--- src/rtl/sd_cmd_serial_tx.sv ---
// sd_cmd_serial_tx: serialises a 48-bit SD command frame with inline CRC-7 and Ncc gap
module sd_cmd_serial_tx #(
  parameter int BIT_DIV  = 4,
  parameter int GAP_BITS = 8
) (
  input  logic        clk_i,
  input  logic        rst_i,
  input  logic        start_i,
  input  logic        abort_i,
  input  logic [5:0]  cmd_idx_i,
  input  logic [31:0] cmd_arg_i,
  output logic        busy_o,
  output logic        done_o,
  output logic        cmd_out_o,
  output logic        cmd_oe_o,
  output logic        bit_strb_o,
  output logic [6:0]  crc_out_o
);
  typedef enum logic [2:0] {IDLE, SEND, CRC, STOP, GAP} state_t;
  state_t      state_q, state_d;
  logic [7:0]  div_q, div_d, bit_q, bit_d;
  logic [39:0] shift_q, shift_d;
  logic [6:0]  crc_q, crc_d, crc_upd;
  logic        out_q, out_d, oe_q, oe_d, busy_q, busy_d, done_q, done_d, strb_q, strb_d;
  logic        wrap, inv;
  assign wrap    = div_q == 8'(BIT_DIV - 1);
  assign inv     = out_q ^ crc_q[6];
  assign crc_upd = {crc_q[5:3], crc_q[2] ^ inv, crc_q[1:0], inv};
  // shift_q[39] is always the next bit to drive; the CRC and end bit are reloaded into it after bit 39
  always_comb begin
    state_d = state_q;
    div_d   = wrap ? 8'd0 : div_q + 8'd1;
    bit_d   = wrap ? bit_q + 8'd1 : bit_q;
    shift_d = shift_q;
    crc_d   = crc_q;
    out_d   = out_q;
    oe_d    = oe_q;
    busy_d  = busy_q;
    done_d  = 1'b0;
    strb_d  = 1'b0;
    case (state_q)
      IDLE: begin
        div_d = 8'd0;
        bit_d = 8'd0;
        if (start_i) begin
          state_d = SEND;
          shift_d = {1'b1, cmd_idx_i, cmd_arg_i, 1'b0};
          crc_d   = 7'd0;
          out_d   = 1'b0;
          oe_d    = 1'b1;
          busy_d  = 1'b1;
          strb_d  = 1'b1;
        end
      end
      SEND: if (wrap) begin
        strb_d  = 1'b1;
        crc_d   = crc_upd;
        out_d   = bit_q == 8'd39 ? crc_upd[6] : shift_q[39];
        shift_d = bit_q == 8'd39 ? {crc_upd[5:0], 1'b1, 33'd0} : {shift_q[38:0], 1'b0};
        state_d = bit_q == 8'd39 ? CRC : SEND;
      end
      CRC: if (wrap) begin
        strb_d  = 1'b1;
        out_d   = shift_q[39];
        shift_d = {shift_q[38:0], 1'b0};
        state_d = bit_q == 8'd46 ? STOP : CRC;
      end
      STOP: if (wrap) begin
        bit_d   = 8'd0;
        oe_d    = 1'b0;
        out_d   = 1'b1;
        state_d = GAP_BITS == 0 ? IDLE : GAP;
        busy_d  = GAP_BITS != 0;
        done_d  = GAP_BITS == 0;
      end
      GAP: if (wrap && bit_q == 8'(GAP_BITS - 1)) begin
        state_d = IDLE;
        busy_d  = 1'b0;
        done_d  = 1'b1;
      end
      default: state_d = IDLE;
    endcase
    if (abort_i && state_q != IDLE) begin
      state_d = IDLE;
      div_d   = 8'd0;
      bit_d   = 8'd0;
      out_d   = 1'b1;
      oe_d    = 1'b0;
      busy_d  = 1'b0;
      done_d  = 1'b0;
      strb_d  = 1'b0;
    end
  end
  always_ff @(posedge clk_i) begin
    if (rst_i) begin
      state_q <= IDLE;
      div_q   <= 8'd0;
      bit_q   <= 8'd0;
      shift_q <= 40'd0;
      crc_q   <= 7'd0;
      out_q   <= 1'b1;
      oe_q    <= 1'b0;
      busy_q  <= 1'b0;
      done_q  <= 1'b0;
      strb_q  <= 1'b0;
    end else begin
      state_q <= state_d;
      div_q   <= div_d;
      bit_q   <= bit_d;
      shift_q <= shift_d;
      crc_q   <= crc_d;
      out_q   <= out_d;
      oe_q    <= oe_d;
      busy_q  <= busy_d;
      done_q  <= done_d;
      strb_q  <= strb_d;
    end
  end
  assign busy_o     = busy_q;
  assign done_o     = done_q;
  assign cmd_out_o  = out_q;
  assign cmd_oe_o   = oe_q;
  assign bit_strb_o = strb_q;
  assign crc_out_o  = crc_q;
endmodule

--- config.mk ---
export PLATFORM = sky130hd
export DESIGN_NAME = sd_cmd_serial_tx
export DESIGN_NICKNAME = d
export VERILOG_FILES = /design/src/rtl/sd_cmd_serial_tx.sv
export SDC_FILE = /design/constraint.sdc
export NUM_CORES = 1
export LEC_CHECK = 0
export ABC_AREA = 1
export BUFFER_PORTS_ARGS = -buffer_cell sky130_fd_sc_hd__buf_4
export CORE_MARGIN = 2
export CORE_UTILIZATION = 40
export CTS_BUF_LIST = sky130_fd_sc_hd__clkbuf_16
export DETAILED_ROUTE_END_ITERATION = 8
export PLACE_DENSITY = 0.64
export SYNTH_ARGS = -nofsm -noshare
export SYNTH_HDL_FRONTEND = slang
export SYNTH_SLANG_ARGS = --single-unit
export TNS_END_PERCENT = 30
--- constraint.sdc ---
create_clock -name clk_i -period 3.3 [get_ports clk_i]
set_input_delay 0.66 -clock clk_i [delete_from_list [all_inputs] [get_ports clk_i]]
set_output_delay 0.66 -clock clk_i [all_outputs]
set_load 0.02 [all_outputs]
==> Word level (Yosys, flattened, before mapping) <==
Index checks and enable logic that the tools add are counted.
{ "word_totals": {"output_inout_bits": 12, "regBits": 71, "elab_cells": 81, "inputBits": 42} }
{ "op_classes": {"add_sub_neg": 2, "bitwise": 3, "reduce_logical": 19, "mux": 34, "n_eq_ne": 13} }
{ "op_table": {"columns": ["op", "count"], "rows": [
  ["two-way mux 40 bit", 4],
  ["case mux 40 bit (3 select lines)", 1],
  ["adder 8 x 1 -> 8 bit, second input constant", 2],
  ["equality test 8 x 6 -> 1 bit, second input constant", 2],
  ["two-way mux 8 bit", 2],
  ["case mux 8 bit (2 select lines)", 1],
  ["two-way mux 3 bit", 5],
  ["case mux 3 bit (5 select lines)", 1],
  ["two-way mux 7 bit", 2],
  ["case mux 7 bit (2 select lines)", 1],
  ["two-way mux 1 bit", 12],
  ["inequality test 2 bit, second input constant", 5],
  ["AND reduction 5 bit", 2],
  ["nonzero test 3 bit", 3],
  ["equality test 8 x 2 -> 1 bit, second input constant", 1],
  ["equality test 8 x 3 -> 1 bit, second input constant", 1],
  ["AND reduction 4 bit", 2],
  ["equality test 3 x 2 -> 1 bit, second input constant", 2],
  ["AND reduction 3 bit", 2],
  ["case mux 1 bit (2 select lines)", 2],
  ["case mux 1 bit (4 select lines)", 1],
  ["nonzero test 2 bit", 2],
  ["nonzero test 4 bit", 1],
  ["OR reduction 2 bit", 2],
  ["10 further kinds", 12]
]} }

==> Longest topological paths before layout <==
{ "logic_depth": {"word_depth": 5, "depth_mapped": 11, "depth_no_buf": 10} }

==> Worst setup path after synthesis <==
Ideal clock, no wire load.
{ "synth_timing": {"path_type": "register -> register", "startpoint": "register div_q[0]", "endpoint": "register crc_q[0], in the netlist crc_out_o[0]", "slack_ps": 1736, "path_buffers": 0, "synth_period_minus_slack_ps": 1564, "arrival_time_ps": 1445, "stages_incl_launch_ff": 9, "cell_sequence": "dfxtp_1 ha_1 nand2_1 nor2_1 nand2_2 o21ai_1 inv_2 o21ai_0 a21oi_1"} }
{ "synth_via": {"elab_chain_cells": 3} }
{ "synth_rtl": {"columns": ["element", "line", "source"], "rows": [
  ["from (decl)", "21", "logic [7:0] div_q, div_d, bit_q, bit_d;"],
  ["from (signal assigned)", "108", "div_q <= div_d;"],
  ["equality test 8 x 2 -> 1 bit", "26", "assign wrap = div_q == 8'(BIT_DIV - 1);"],
  ["inequality test 2 bit (no line)", null, null],
  ["AND reduction 3 bit (no line)", null, null],
  ["to (signal assigned)", "111", "crc_q <= crc_d;"],
  ["to (decl)", "23", "logic [6:0] crc_q, crc_d, crc_upd;"]
]} }
No other way between the ends.
A chain may end at the register's enable or synchronous reset.

==> Worst setup path after layout <==
{ "layout_timing": {"startpoint": "register state_q[2]", "endpoint": "register shift_q[24]"} }
{ "layout_via": {"elab_chain_cells": 3, "elab_cells_between_ends": 9, "classes_between": "5 x eq/ne; 1 x mux; 3 x reduce/logical"} }
{ "layout_rtl": {"columns": ["element", "line", "source"], "rows": [
  ["from (decl)", "20", "state_t state_q, state_d;"],
  ["from (signal assigned)", "107", "state_q <= state_d;"],
  ["equality test 3 x 1 -> 1 bit, or another cell as far along", "41", "case (state_q)"],
  ["inequality test 2 bit (no line) or nonzero test 3 bit (tied branches)", null, null],
  ["AND reduction 4 bit (no line)", null, null],
  ["to (signal assigned)", "110", "shift_q <= shift_d;"],
  ["to (decl)", "22", "logic [39:0] shift_q, shift_d;"]
]} }
Several ways; a longest one is shown, not always the timed one.

==> metrics <==
fraction of layout instances using a drive strength above 1 0.168; DRC Markers 0; Relative slew margins 0.360; fill cell count 795; Crit. End Element flip-flop; Final setup viols 0; clock buffer depth 2; Initial Utilization 0.409; H-Tree Depth 3; Hold Path Class flip-flop to flip-flop; Tcrit/Tclk final 0.658; largest net degree at the start of global routing 48; hold_buf cts 0; Die Span Y approximately 95 um; met1 Track Usage GR 0.268; Post-Syn Nets a little over 500; Buffers on Ports 53; setup TNS 0 ns; worst clock skew 0.00559 ns; Post-synth EDFFs 0; DR vias/cell slightly above 5; fin crit period 2.17 ns; Slew Viols, Final 0; Final GP Congestion just under 0.9; Total GRT Usage 0.187; Mapped Cells 460; Top Usage Layer GRT met1; Skew-Pair Late Insertion Delay 0.33 ns; Clock Sinks 70; CTS resizes 0; I/O pin count 54; area grow syn2layout 22.2%; RSZ-0062 raised after global routing false; DRT iter0 DRCs 235; Seq/Total Area, Yosys 0.421; Reg area approximately 1400 um^2; total of max-cap violations 0; Slew @ Worst Pin approximately 0.96 ns; Final Instance Area between 4000 and 5000 um^2; dpl hpwl roughly 5500 um; vias in the first global route 2,787; clock edge transition at the registers on the reported setup and hold paths 0.06 ns; post-synth top area cell dfxtp_1; Die Wd between 90 and 100 um; GR Overflow Total 0; Pre-Repair DR Iteration Count 5; status finished, final reports clean; Multi-input gate area 1650 um^2; drt wl/cell 13.4 um; largest cells by area after synthesis dfxtp_1, nand2_1, a21oi_1; Peak Freq 460 MHz; P_leak about 1.7 nW; met2 Use GR 0.264; placed cell areas ~3700 um^2; post-route ant nets 0; synthesized flop and latch total 70; NumNets Final between 500 and 600; area share of the largest cell type after synthesis 0.421; most common cell after layout, fill and taps aside nand2_1; ys flop type dfxtp_1; antenna diode count 0; Cell Pwr Density slightly above 800 nW/um^2; setup bufs post-CTS 0; CP Max Fanout 26; first-pass GRT wire length approximately 13,000 um; Fin. Hold Viols 0; CTS tree yes; initial antenna violation count 0; Crit Path Category flip-flop to flip-flop; Mapped Area between 3000 and 4000 um^2; Startpoint Class flip-flop; met3 Usage GRT 0.0466; Async S/R FF share, synth 0; worst ir drop on vdd between 0.0004 and 0.0005 V; row cnt 33; core box area slightly above 8000 um^2; WP data required around 3.6 ns; Total Wirelength 8270 um; Power, Total roughly 3.3 mW; synth warn 0; Die ar. ~9000 um^2; CTS Buf Count 9; Vias 3,185; mean post-synth cell area between 7 and 8 um^2; Arrival @ worst endpoint 2.43 ns; Unique masters post-synth 30; CTS Root Cell clkbuf_16; most frequent cells in the layout nand2_1, dfxtp_1, nor2_1
[flip-flops by register name (all words and copies together) (netlist names), named ones only]
register,count
cmd_out_o,1
div_q,8
crc_out_o,7
bit_strb_o,1
state_q,3
bit_q,3
cmd_oe_o,1
done_o,1
shift_q,39
busy_o,1
[cell families after synthesis]
family	after synthesis	synth area share
simple gates	187	0.237
flops	70	0.421
fa+ha+maj	3	0.0113
xor+xnor	3	0.00790
compound gates	140	0.240
buf+inv	57	0.0831
[synthesized netlist by cell type, types with 2 or more instances]
| library cell | instances |
|---|---|
| a21oi_1 | 58 |
| a22oi_1 | 31 |
| a31oi_1 | 2 |
| buf_2 | 8 |
| buf_4 | 2 |
| buf_6 | 6 |
| clkbuf_1 | 5 |
| dfxtp_1 | 70 |
| ha_1 | 3 |
| inv_1 | 32 |
| inv_2 | 4 |
| nand2_1 | 89 |
| nand2_2 | 2 |
| nand3_1 | 19 |
| nand4_1 | 6 |
| nor2_1 | 59 |
| nor2_2 | 2 |
| nor3_1 | 2 |
| nor3b_1 | 2 |
| o21ai_0 | 44 |
| o21ai_1 | 2 |
| or2_2 | 2 |
| xor2_1 | 3 |
[per-layer routing]
layer,vias to the layer above,wire (um)
met2,80,3570
li1,1648,-
met5,-,0
met4,0,152
met3,16,470
met1,1441,4070
[where the power goes]
part	switching [mW]	internal, mW
clock network	0.389	0.671
registers	0.130	1.06
logic	0.675	0.368
[metrics by stage]
stage / util / setup WS [ns] / instances / hold WS [ns]
after floorplan: - / 1.74 / 460 / 0.418
after global placement: 0.459 / 1.16 / 600 / 0.431
after detailed placement: 0.459 / 1.14 / 600 / 0.439
after CTS: 0.500 / 1.12 / 616 / 0.448
after global routing: 0.500 / 0.845 / 616 / 0.480
final: 0.500 / 1.13 / 616 / 0.445
[worst paths after layout]
check / slack (ns) / end / start / depth (start not counted)
max: 1.13 / shift_q[24] / state_q[2] / 7
min: 0.45 / busy_o / busy_o / 2
max reg2reg: 1.13 / shift_q[24] / state_q[2] / 7
min reg2reg: 0.45 / busy_o / busy_o / 2
[critical path: stages (launching register included)]
cell and delay [ns]:
dfxtp_1 0.47, inv_1 0.15, nand3_2 0.11, nand2_1 0.11, inv_1 0.66, buf_4 0.33, a22oi_1 0.12, a21oi_1 0.15
[layout make-up]
class,instances,share of cell area
Clock buffer,9,0.0554
Clock inverter,7,0.0255
Multi-Input combinational cell,333,0.406
Tap cell,105,0.0323
Inverter,36,0.0332
Sequential cell,70,0.345
Timing Repair Buffer,56,0.103
Note: power is estimated with default switching activity, not from simulation.
